==> config.mk <==
export PLATFORM = sky130hd
export DESIGN_NAME = baccarat_sequencer
export DESIGN_NICKNAME = d
export VERILOG_FILES = /design/src/rtl/baccarat_pkg.sv /design/src/rtl/baccarat_sequencer_banker_rule.sv /design/src/rtl/baccarat_sequencer.sv
export SDC_FILE = /design/constraint.sdc
export NUM_CORES = 1
export LEC_CHECK = 0
export CORE_MARGIN = 2
export CORE_UTILIZATION = 40
export DETAILED_ROUTE_END_ITERATION = 6
export PLACE_DENSITY = 0.79
export SETUP_SLACK_MARGIN = 0.5
export SLEW_MARGIN = 5
export SYNTH_ARGS = -nofsm -noshare
export SYNTH_HDL_FRONTEND = slang
export SYNTH_SLANG_ARGS = --single-unit
==> constraint.sdc <==
create_clock -name slow_clock -period 1.4 [get_ports slow_clock]
set_clock_uncertainty 0.05 [all_clocks]
set_input_delay 0.28 -clock slow_clock [delete_from_list [all_inputs] [get_ports slow_clock]]
set_output_delay 0.28 -clock slow_clock [all_outputs]
set_load 0.01 [all_outputs]
==> src/rtl/baccarat_pkg.sv <==
// -----------------------------------------------------------------------------
// baccarat_pkg
// Shared types and helpers for the baccarat round sequencer.
//   state_t     : FSM state encoding (S_P1 = 0 ... S_DONE = 8), 4 bits wide.
//   card_value  : maps a card rank (0 = none, 1..13 = A..K) to its 0..9 value.
//   NATURAL_MIN : a two-card total at or above this ends the round at once.
//   DRAW_MAX    : a total at or below this draws a third card.
// Related build option: BACCARAT_STATE_TRACE_EN (see baccarat_sequencer).
// -----------------------------------------------------------------------------
package baccarat_pkg;

  typedef enum logic [3:0] {
    S_P1     = 4'd0,
    S_D1     = 4'd1,
    S_P2     = 4'd2,
    S_D2     = 4'd3,
    S_EVAL   = 4'd4,
    S_P3     = 4'd5,
    S_EVAL_D = 4'd6,
    S_D3     = 4'd7,
    S_DONE   = 4'd8
  } state_t;

  localparam logic [3:0] NATURAL_MIN = 4'd8;
  localparam logic [3:0] DRAW_MAX    = 4'd5;

  // Tens and face cards count zero; ranks 14..15 are not real cards and also count zero.
  function automatic logic [3:0] card_value(input logic [3:0] rank);
    if (rank <= 4'd9) begin
      return rank;
    end else begin
      return 4'd0;
    end
  endfunction

endpackage

==> src/rtl/baccarat_sequencer_banker_rule.sv <==
// -----------------------------------------------------------------------------
// banker_rule
// Combinational banker third-card decision, used after the player has drawn.
// Ports:
//   dscore       in  4 : banker two-card total (0..9; 10..15 treated as stand)
//   pcard3       in  4 : player third-card rank (converted to its 0..9 value)
//   dealer_draws out 1 : 1 when the banker must take a third card
// -----------------------------------------------------------------------------
module banker_rule
  import baccarat_pkg::*;
(
  input  logic [3:0] dscore,
  input  logic [3:0] pcard3,
  output logic       dealer_draws
);

  logic [3:0] v;

  assign v = card_value(pcard3);

  // Banker drawing table indexed by banker total, qualified by the player's third-card value.
  always_comb begin
    dealer_draws = 1'b0;
    case (dscore)
      4'd0, 4'd1, 4'd2: dealer_draws = 1'b1;
      4'd3:             dealer_draws = (v != 4'd8);
      4'd4:             dealer_draws = (v >= 4'd2) && (v <= 4'd7);
      4'd5:             dealer_draws = (v >= 4'd4) && (v <= 4'd7);
      4'd6:             dealer_draws = (v >= 4'd6) && (v <= 4'd7);
      // 7..9 stand; illegal totals also stand so the round still finishes.
      default:          dealer_draws = 1'b0;
    endcase
  end

endmodule

==> src/rtl/baccarat_sequencer.sv <==
// -----------------------------------------------------------------------------
// baccarat_sequencer
// Moore FSM that runs one baccarat round per reset: strobes the six card
// register loads in dealing order, applies the natural / player / banker
// third-card rules to the datapath scores and lights the win indicators.
// Ports:
//   slow_clock        in  1 : clock, state advances on the rising edge
//   resetb            in  1 : asynchronous active-low reset, forces S_P1
//   pcard3_out        in  4 : player third-card rank from the datapath
//   pscore_out        in  4 : player total 0..9
//   dscore_out        in  4 : dealer total 0..9
//   load_pcard1..3    out 1 : player card-register load strobes
//   load_dcard1..3    out 1 : dealer card-register load strobes
//   player_win_light  out 1 : player won, or tie
//   dealer_win_light  out 1 : dealer won, or tie
//   state_out         out 4 : registered state (only with BACCARAT_STATE_TRACE_EN)
// Build option: BACCARAT_STATE_TRACE_EN adds the state_out debug port.
// -----------------------------------------------------------------------------
module baccarat_sequencer
  import baccarat_pkg::*;
(
  input  logic       slow_clock,
  input  logic       resetb,
  input  logic [3:0] pcard3_out,
  input  logic [3:0] pscore_out,
  input  logic [3:0] dscore_out,
  output logic       load_pcard1,
  output logic       load_pcard2,
  output logic       load_pcard3,
  output logic       load_dcard1,
  output logic       load_dcard2,
  output logic       load_dcard3,
  output logic       player_win_light,
  output logic       dealer_win_light
`ifdef BACCARAT_STATE_TRACE_EN
  ,
  output logic [3:0] state_out
`endif
);

  // One-hot load vector bit order: {pcard1, dcard1, pcard2, dcard2, pcard3, dcard3}.
  localparam logic [5:0] LOAD_P1   = 6'b100000;
  localparam logic [5:0] LOAD_D1   = 6'b010000;
  localparam logic [5:0] LOAD_P2   = 6'b001000;
  localparam logic [5:0] LOAD_D2   = 6'b000100;
  localparam logic [5:0] LOAD_P3   = 6'b000010;
  localparam logic [5:0] LOAD_D3   = 6'b000001;
  localparam logic [5:0] LOAD_NONE = 6'b000000;

  state_t     state_q, state_d;
  logic [5:0] load_q, load_d;
  logic       dealer_draws;
  logic       round_done;

  banker_rule u_banker_rule (
    .dscore      (dscore_out),
    .pcard3      (pcard3_out),
    .dealer_draws(dealer_draws)
  );

  // Next-state logic: fixed deal order, then the two decision points.
  always_comb begin
    state_d = state_q;
    case (state_q)
      S_P1:     state_d = S_D1;
      S_D1:     state_d = S_P2;
      S_P2:     state_d = S_D2;
      S_D2:     state_d = S_EVAL;
      S_EVAL: begin
        if ((pscore_out >= NATURAL_MIN) || (dscore_out >= NATURAL_MIN)) begin
          state_d = S_DONE;
        end else if (pscore_out <= DRAW_MAX) begin
          state_d = S_P3;
        end else if (dscore_out <= DRAW_MAX) begin
          state_d = S_D3;
        end else begin
          state_d = S_DONE;
        end
      end
      S_P3:     state_d = S_EVAL_D;
      S_EVAL_D: begin
        if (dealer_draws) begin
          state_d = S_D3;
        end else begin
          state_d = S_DONE;
        end
      end
      S_D3:     state_d = S_DONE;
      S_DONE:   state_d = S_DONE;
      default:  state_d = S_P1;
    endcase
  end

  // Load strobes decoded from the next state so they come straight out of flops.
  always_comb begin
    load_d = LOAD_NONE;
    case (state_d)
      S_P1:    load_d = LOAD_P1;
      S_D1:    load_d = LOAD_D1;
      S_P2:    load_d = LOAD_P2;
      S_D2:    load_d = LOAD_D2;
      S_P3:    load_d = LOAD_P3;
      S_D3:    load_d = LOAD_D3;
      default: load_d = LOAD_NONE;
    endcase
  end

  // State and registered load strobes; reset lands in S_P1 with its strobe armed.
  always_ff @(posedge slow_clock or negedge resetb) begin
    if (!resetb) begin
      state_q <= S_P1;
      load_q  <= LOAD_P1;
    end else begin
      state_q <= state_d;
      load_q  <= load_d;
    end
  end

  // Gating with resetb keeps every output low while reset is held, even though
  // the reset state itself would otherwise show the first load strobe.
  assign load_pcard1 = load_q[5] & resetb;
  assign load_dcard1 = load_q[4] & resetb;
  assign load_pcard2 = load_q[3] & resetb;
  assign load_dcard2 = load_q[2] & resetb;
  assign load_pcard3 = load_q[1] & resetb;
  assign load_dcard3 = load_q[0] & resetb;

  assign round_done       = (state_q == S_DONE) & resetb;
  assign player_win_light = round_done & (pscore_out >= dscore_out);
  assign dealer_win_light = round_done & (dscore_out >= pscore_out);

`ifdef BACCARAT_STATE_TRACE_EN
  assign state_out = state_q;
`endif

endmodule
# Yosys cells after proc, flatten, opt, wreduce, memory -nomap -nowiden
# Index checks and enable logic that the tools add are counted.
[classes]
bitwise = 9
muxes = 8
n_eq_ne = 20
reduce_logical = 9
magnitude_cmp = 11
[op_table]
columns = ["cell", "count"]
rows = [
  ["$eq 4x3->1 const B", 9],
  ["$pmux 6 s6", 1],
  ["$pmux 4 s8", 1],
  ["$eq 4x2->1 const B", 6],
  ["$mux 4", 5],
  ["$eq 4x1->1 const B", 3],
  ["$le 4x3->1 const B", 3],
  ["$logic_not 4->1", 3],
  ["$and 1x1->1", 9],
  ["$ge 4x3->1 const B", 2],
  ["$ge 4x4->1", 2],
  ["$ge 4x4->1 const B", 2],
  ["$pmux 1 s5", 1],
  ["$eq 4x4->1 const B", 1],
  ["$ge 4x2->1 const B", 1],
  ["$le 4x4->1 const B", 1],
  ["$ne 4x4->1 const B", 1],
  ["$logic_and 1x1->1", 3],
  ["$reduce_or 3->1", 1],
  ["$reduce_or 2->1", 1],
  ["$logic_or 1x1->1", 1],
]
[totals]
wordCells = 59
ff_bits = 10
in_bits = 14
output_inout_bits = 8

# Logic depth before layout (Yosys ltp)
# Gate-level depths: netlist of run 1.
[logic_depth]
ltp_word = 9
depth_mapped = 7
mapped_depth_nobuf = 7

# Hierarchy
# From an unflattened synthesis of run 1, not the netlist that was laid out.
[hier_totals]
cells_unflattened = 78
hier_area_um2 = 715.7
[modules_own_cells]
columns = ["module", "instances", "area_per_inst_um2", "cells_per_inst"]
rows = [
  ["baccarat_sequencer", 1, 663.1, 71],
  ["banker_rule", 1, 52.6, 7],
]

# Least setup slack after synthesis of run 1
# Ideal clock, no wire load.
[synth_timing]
kind = "input to output"
from = "input port pscore_out[1]"
to = "output port player_win_light"
slack_ns = -0.232
arrival_ns = 1.302
path_buffers = 0
cell_stages = 7
required_ns = 1.070
cell_sequence = "inv_1 -> ha_1 -> nor2b_1 -> o21ai_0 -> nand2b_1 -> a21o_1 -> a21oi_1"
[synth_via]
elab_chain_cells = 2
[synth_lines]
columns = ["item", "line", "source"]
rows = [
  ["start: declaration", "baccarat_sequencer.sv:25", "input logic [3:0] pscore_out,"],
  ["$ge 4x4->1", "baccarat_sequencer.sv:129", "assign player_win_light = round_done & (pscore_out >= dscore_out);"],
  ["$and 1x1->1", "baccarat_sequencer.sv:129", ""],
  ["end: declaration", "baccarat_sequencer.sv:33", "output logic player_win_light,"],
]
# Every way passes these cells.

# Worst setup path in the final report of run 1
[layout_timing]
from = "input port pscore_out[2]"
to = "output port player_win_light"
# Same word-level chain as after synthesis.

==> results.txt, run 1 <==
----------------------------------------------------
[Outcome]
  Status ... finished with violations
  Violated checks ... setup timing

[Clocking]
  Cell at the root of the clock tree ... clkbuf_4
  Deepest clock path buffer count ... 2
  Total clock buffers created by CTS ... 3
  Clock tree from TritonCTS ... built
  Clock net sink count ... 10
  Clock Latency Late Sink ... 0.29 ns
  Clock edge transition at the registers on the reported setup and hold paths ... 0.07 ns
  Number of H-tree levels ... 1

[Layout]
  Multi-input gate area in the final layout ... ~560 µm²
  Area overhead of the layout relative to synthesis ... 113%
  Final-layout fill cell count ... 56
  Footprint of the flip-flops and latches ... 251 µm²
  Final core utilization ... approximately 93%
  Diodes inserted ... 0
  Number of nets in the layout ... 149
  Layout cell share with drive strength beyond 1 ... 59.2%
  Final non-filler cell area ... 1440 µm²

[Worst setup path]
  Capture instance of the worst register-to-register path ... state_q[3]
  Start of the worst register-to-register path ... state_q[1]
  Critical path data required time ... 1.07 ns
  Worst-path maximum fanout ... 2
  Register-to-register path setup slack ... -0.13 ns
  R2r worst-path depth ... 6
  Class of the most critical setup path ... input port to primary output
  Critical Path Sink Type ... primary output
  Type of element launching the critical path ... input port
  Arrival time of the worst setup path ... about 1.4 ns

[Placement]
  HPWL Detailed ... 1230 µm
  Gp weighted congestion ... roughly 0.75
  Area after DPL ... roughly 1100 µm²
  I/O Buffers ... 21
  Place WS ... -1.20 ns

[Timing]
  Transition time of the tightest slew-check pin ... 0.443 ns
  Headroom to the max-slew limit ... 70.1%
  Final Hold Vio Count ... 0
  Total of endpoints with negative setup slack in the final report ... 8
  Worst Hold Margin ... 0.362 ns
  Final-report max-slew violation count ... 0
  Setup repair after global routing missed its margin ... yes
  Worst Slack Setup Final ... -0.342 ns
  Max Clk Rate ... 574 MHz
  Tmin final ... 1.74 ns
  Final period utilization ... 124%

[Power and ir drop]
  Switching fraction of total power ... 37.3%
  Leakage power figure ... about 0.65 nW
  Part of the total power dissipated in sequential elements ... 20.9%
  Relative contribution of the clock network to total power ... 10.5%
  Internal power summed over all cells ... 1.42 mW
  Areal power density over the cells ... roughly 1600 nW/µm²
  Highest ir drop seen on vdd ... 0.836 mV
  Net switching power figure ... 847 µW
  Share of power burned in combinational logic ... 68.6%

[Yosys]
  Mean instance size in the synthesized netlist ... 9.10 µm²
  Seq cells post-synth ... 10
  Largest family of logic cells by synthesized area ... simple AND/OR/NAND/NOR gates
  Prevailing post-synth register cell ... dfrtp_1
  Number of instances in the synthesized netlist ... 74
  Adder-cell share of the synthesized area ... 7.43%
  Syn_nets ... 92
  Cell type contributing the most total cell area after synthesis ... dfrtp_1
  Share of Yosys cell area claimed by the top area cell type ... 33.5%
  Total of warnings raised by yosys ... 0
  Share of the yosys chip area belonging to registers ... 37.4%
  Post-synthesis cell type count ... 32
  Cell types occupying the most area after synthesis ... dfrtp_1, ha_1, and2_1
  Number of synthesized flops with an enable pin ... 0
  Xor and xnor area share after synthesis ... 0%
  Share of cell area taken by muxes after synthesis ... 0%
  Simple-gate portion of the synthesized area ... between 30% and 40%
  Synth Area in Compound Gates ... 19.5%
  Fraction of synthesis flops using an asynchronous set or reset pin ... 100%
  Post-Syn Area ... 673 µm²

[Global route]
  Pin count of the biggest net entering global routing ... 15
  Antenna violations before repair ... 0
  Global route overflow ... 0
  Overall routing resource usage ... between 20% and 30%
  Number of global-route vias before repair ... 811
  First-pass GRT wire length ... approximately 3000 µm

[Floorplan]
  Die Span Y ... 45.0 µm
  Die outline area ... 2030 µm²
  Starting utilization of the core area ... 43.7%
  Floorplan die width ... roughly 45 µm
  Placement Rows ... 14
  Number of top-level design ports ... 22
  Area of the core ... 1540 µm²

[Job]
  # Max-Cap Violations ... 0

[Drt]
  Via density per instance ... 5.98
  Via count of the routed design ... 873
  Count of unresolved DRC violations after routing ... 0
  Final antenna-violating net count ... 0
  Post-Route WL ... 2900 µm
  Router iterations before antenna repair ... 4
  Drt first-iter violations ... 21
  Wirelength per Cell ... 19.9 µm

[Hold path]
  Worst Hold Class ... input port to async pin

----------------------------------------------------
-- worst max-delay path, stage by stage --
cell,delay [ns]
clkdlybuf4s15_1,0.22
inv_2,0.10
ha_4,0.20
o21ai_2,0.05
nand2b_1,0.10
a21o_1,0.19
a21oi_2,0.12
buf_2,0.14
-- cell usage in the layout, fill, tap and decap left out, types with 2 or more instances in the layout --
cell type	netlist	layout
buf_4	0	17
buf_6	0	13
dfrtp_1	9	9
buf_2	0	7
and2_1	7	5
clkdlybuf4s15_1	0	4
nand2b_1	4	3
ha_4	0	3
clkbuf_4	0	3
dlygate4sd3_1	0	3
buf_8	0	3
dlygate4sd2_1	0	3
buf_12	0	3
inv_1	5	2
nand2_1	3	2
nor3_2	0	2
a311oi_2	1	2
nor2_1	3	2
nand3_1	2	2
a211oi_2	1	2
nor2b_4	0	2
inv_2	0	2
nor4_4	0	2
and2_4	0	2
a21oi_1	3	2
-- how the worst max path moves through the flow --
stage                  startpoint                to  slack (ns)  depth (start not counted)
global route           state_q[2]  dealer_win_light       -0.40                          4
floorplan           dscore_out[1]  player_win_light       -0.06                          6
global placement    pscore_out[1]  player_win_light       -1.13                          9
detailed placement  pscore_out[1]  player_win_light       -1.20                          9
finish              pscore_out[2]  player_win_light       -0.34                          8
CTS                 pscore_out[1]  player_win_light       -0.28                          9
-- layout make-up --
type,count,area share (%)
Inverter,5,1.66
Clock buffer,4,1.83
Timing Repair Buffer,56,38.3
Tap cell,16,1.39
Sequential cell,10,17.5
Multi-Input combinational cell,55,39.3
-- power groups by stage --
stage | Sequential [mW] | Clock, mW | Combinational, mW
6_report | 0.474 | 0.238 | 1.56
5_1_grt | 0.480 | 0.252 | 1.63
4_1_cts | 0.458 | 0.208 | 0.997
3_5_place_dp | 0.459 | 0 | 0.769
3_3_place_gp | 0.448 | 0 | 0.757
2_1_floorplan | 0.451 | 0 | 0.538
-- layer usage --
metal | global-route usage [%] | share of wire (%) | up-vias
li1 | - | - | 382
met3 | 1.20 | 4.4 | 15
met1 | 21.5 | 37 | 424
met4 | 11.8 | 4.2 | 0
met5 | 0 | 0 | -
met2 | 40.6 | 55 | 52
-- state kept, by name (all words and copies together), names as in the netlist --
register and count:
load_q 6, state_q 4
-- cell usage after synthesis (all sizes together), types with 3 or more instances --
cell type and n:
dfrtp 9, and2 7, inv 5, clkbuf 4
ha 4, nand2b 4, a211oi 3, a21oi 3
a311oi 3, nand2 3, nor2 3, nor2b 3
-- through the flow --
| stage | std cells | setup TNS [ns] | total power [mW] |
|---|---|---|---|
| 6_report | 146 | -1.26 | 2.27 |
| 5_1_grt | 146 | -1.73 | 2.36 |
| 4_1_cts | 138 | -1.07 | 1.66 |
| 3_5_place_dp | 124 | -9.44 | 1.23 |
| 3_3_place_gp | 124 | -9.10 | 1.21 |
| 2_1_floorplan | 74 | -0.161 | 0.990 |
-- logic make-up (layout without fill, tap and decap cells) --
group                      Yosys count  after routing
AOI/OAI and AO/OA                   17             17
buffers and inverters                9             65
DFF                                 10             10
and+or+nand+nor                     34             34
adders and majority gates            4              4
-- repair_timing --
| item | 4_1_cts | 5_1_grt |
|---|---|---|
| pin swaps | 26 | 10 |
| setup buffers | 7 | 7 |
| hold buffers | 3 | 0 |
| gates resized for setup | 91 | 21 |
| endpoints found under the setup margin | 18 | 18 |
| endpoints found under the hold margin | 8 | 0 |
| cloned | 0 | 1 |
Power figures use the tool's default switching activity.
==> run 2, diff against run 1 <==
--- a/constraint.sdc
+++ b/constraint.sdc
@@ -4,2 +4,2 @@
 set_output_delay 0.28 -clock slow_clock [all_outputs]
-set_load 0.01 [all_outputs]
+set_load 0.1 [all_outputs]
==> results.txt, run 2 (synthesis gave the netlist of run 1 again) <==
----------------------------------------------------
[Clocking]
  Number of H-tree levels ... 1 (unchanged)
  Clock tree from TritonCTS ... built
  Cell at the root of the clock tree ... clkbuf_4
  Clock net sink count ... 10 (unchanged)
  Deepest clock path buffer count ... 2 (unchanged)
  Clock edge transition at the registers on the reported setup and hold paths ... 0.07 ns (about the same)
  Clock Latency Late Sink ... 0.27 ns (-0.02 ns)
  Total clock buffers created by CTS ... 3 (unchanged)
  Post-cts hold buffer count ... 0 (-3)

[Timing]
  Total of endpoints with negative setup slack in the final report ... 8 (unchanged)
  Setup TNS Final ... -1.48 ns (-0.222 ns)
  Setup repair after global routing missed its margin ... yes
  Final period utilization ... 132% (+8.0 points)
  Headroom to the max-slew limit ... 69.9% (-0.21 points)
  Transition time of the tightest slew-check pin ... 0.446 ns (+0.00308 ns)
  Final Hold Vio Count ... 0 (unchanged)
  Max Clk Rate ... 539 MHz (-6.1%)
  Worst Hold Margin ... 0.0343 ns (-0.328 ns)
  Tmin final ... 1.85 ns (+0.112 ns)
  Worst Slack Setup Final ... -0.455 ns (-0.112 ns)
  Final-report max-slew violation count ... 0 (unchanged)

[Layout]
  Number of flip-flops under the largest register name ... 6 (unchanged)
  Largest registers ... load_q x6, state_q x4
  Largest reg by FF count ... load_q
  Layout cell share with drive strength beyond 1 ... 68.9% (+9.6 points)
  Number of nets in the layout ... 141 (-5.4%)
  Leading cell types in the layout, fill and taps excluded ... buf_4, dfrtp_1, buf_12
  Number of non-filler instances in the completed layout ... 138 (-5.5%)
  Diodes inserted ... 0 (unchanged)
  Final-layout fill cell count ... 48 (-14%)
  Area overhead of the layout relative to synthesis ... 114%
  Most frequent standard cell in the layout excluding fill and tap cells ... buf_4

[Floorplan]
  Placement Rows ... 14 (unchanged)
  Die outline area ... 2030 µm² (unchanged)
  Starting utilization of the core area ... 43.7% (unchanged)
  Area of the core ... 1540 µm² (unchanged)
  Floorplan die width ... 45.0 µm (unchanged)
  Number of top-level design ports ... 22 (unchanged)
  Die Span Y ... 45.0 µm (unchanged)

[Power and ir drop]
  Share of power burned in combinational logic ... 65.9% (-2.7 points)
  Areal power density over the cells ... 1560 nW/µm² (-1.5%)
  Internal power summed over all cells ... 1.25 mW (-12%)
  Switching fraction of total power ... 44.1% (+6.7 points)
  Relative contribution of the clock network to total power ... 11.8% (+1.3 points)
  Part of the total power dissipated in sequential elements ... 22.3% (+1.4 points)
  Net switching power figure ... 988 µW (+17%)
  Leakage power figure ... 0.617 nW (-4.5%)
  Highest ir drop seen on vdd ... 1.01 mV (+20%)

[Job]
  # Max-Cap Violations ... 0 (unchanged)

[Drt]
  Via count of the routed design ... 842 (-3.6%)
  Final antenna-violating net count ... 0 (unchanged)
  Wirelength per Cell ... 19.9 µm (+0.26%)
  Drt first-iter violations ... 15 (-29%)
  Via density per instance ... 6.10 (+2.0%)
  Router iterations before antenna repair ... 5 (+1)
  Post-Route WL ... 2750 µm (-5.2%)
  Count of unresolved DRC violations after routing ... 0 (unchanged)

[Worst setup path]
  Worst-path maximum fanout ... 2 (unchanged)
  Class of the most critical setup path ... input port to primary output
  Arrival time of the worst setup path ... 1.52 ns (+0.11 ns)
  Critical path data required time ... 1.07 ns (about the same)
  R2r worst-path depth ... 6 (unchanged)
  Critical Path Sink Type ... primary output
  Type of element launching the critical path ... input port

[Outcome]
  Status ... finished with violations
  Violated checks ... setup timing

[Placement]
  Placed cell count ... 123 (-0.81%)
  HPWL Detailed ... 1420 µm (+15%)
  I/O Buffers ... 21 (unchanged)
  Gp weighted congestion ... 0.727 (-3.4%)

[Global route]
  Number of global-route vias before repair ... 833 (+2.7%)
  Antenna violations before repair ... 0 (unchanged)
  Overall routing resource usage ... 24.7% (+3.9 points)
  Global route overflow ... 0 (unchanged)
  Pin count of the biggest net entering global routing ... 15 (unchanged)
  First-pass GRT wire length ... 3420 µm (+11%)

[Hold path]
  Worst Hold Class ... input port to async pin

----------------------------------------------------
==> run 2: final timing paths <==
| path | startpoint | end | slack (ns) |
|---|---|---|---|
| max | pscore_out[1] | player_win_light | -0.45 |
| min | resetb | load_q[1] | 0.03 |
| max reg2reg | state_q[0] | state_q[3] | -0.05 |
| min reg2reg | state_q[3] | load_q[2] | 0.65 |
| max in group asynchronous | resetb | load_q[2] | 1.06 |
| min in group slow_clock | pscore_out[3] | load_q[0] | 0.46 |
==> run 2: metrics by stage <==
stage	util (%)	total power, mW	setup slack, ns	area (µm²)
6_report	93.5	2.24	-0.455	1440
5_1_grt	93.5	2.32	-0.501	1440
4_1_cts	88.6	2.01	-0.414	1370
3_5_place_dp	76.5	1.56	-0.907	1180
3_3_place_gp	76.5	1.52	-0.849	1180
2_1_floorplan	-	1.23	-0.483	792
==> run 2: repair_timing <==
action                     CTS  global route
pin swaps                   17            11
gates cloned                 1             0
resized for setup           55            21
buffers inserted             6             4
setup endpoints to repair   18            18
==> run 2: worst max-delay path: stages <==
cell,delay (ns)
buf_8,0.10
inv_6,0.05
ha_4,0.20
nor2b_4,0.12
o21ai_2,0.10
nand2b_1,0.10
a21o_1,0.20
a21oi_4,0.18
buf_12,0.19
==> run 2: area by class of cell <==
cell class	count	area [µm²]	area share (%)
repair buffers	48	502	34.8
multi-input cells	55	608	42.2
well taps	16	20.0	1.39
clock buffers	4	36.3	2.52
inverters	5	23.8	1.65
flip-flops and latches	10	251	17.4
==> run 2: power groups by stage <==
stage	Combinational, mW	Clock, mW	Sequential, mW
3_5_place_dp	1.09	0	0.468
5_1_grt	1.53	0.278	0.507
6_report	1.48	0.264	0.501
2_1_floorplan	0.776	0	0.454
3_3_place_gp	1.07	0	0.453
4_1_cts	1.27	0.255	0.484
==> run 2: metal layers <==
layer / track usage (%) / vias up / part of all wire [%]
met5: 0 / - / 0
met2: 48.9 / 46 / 55
li1: - / 365 / -
met3: 5.60 / 16 / 5.7
met1: 20.9 / 415 / 34
met4: 17.1 / 0 / 5.3
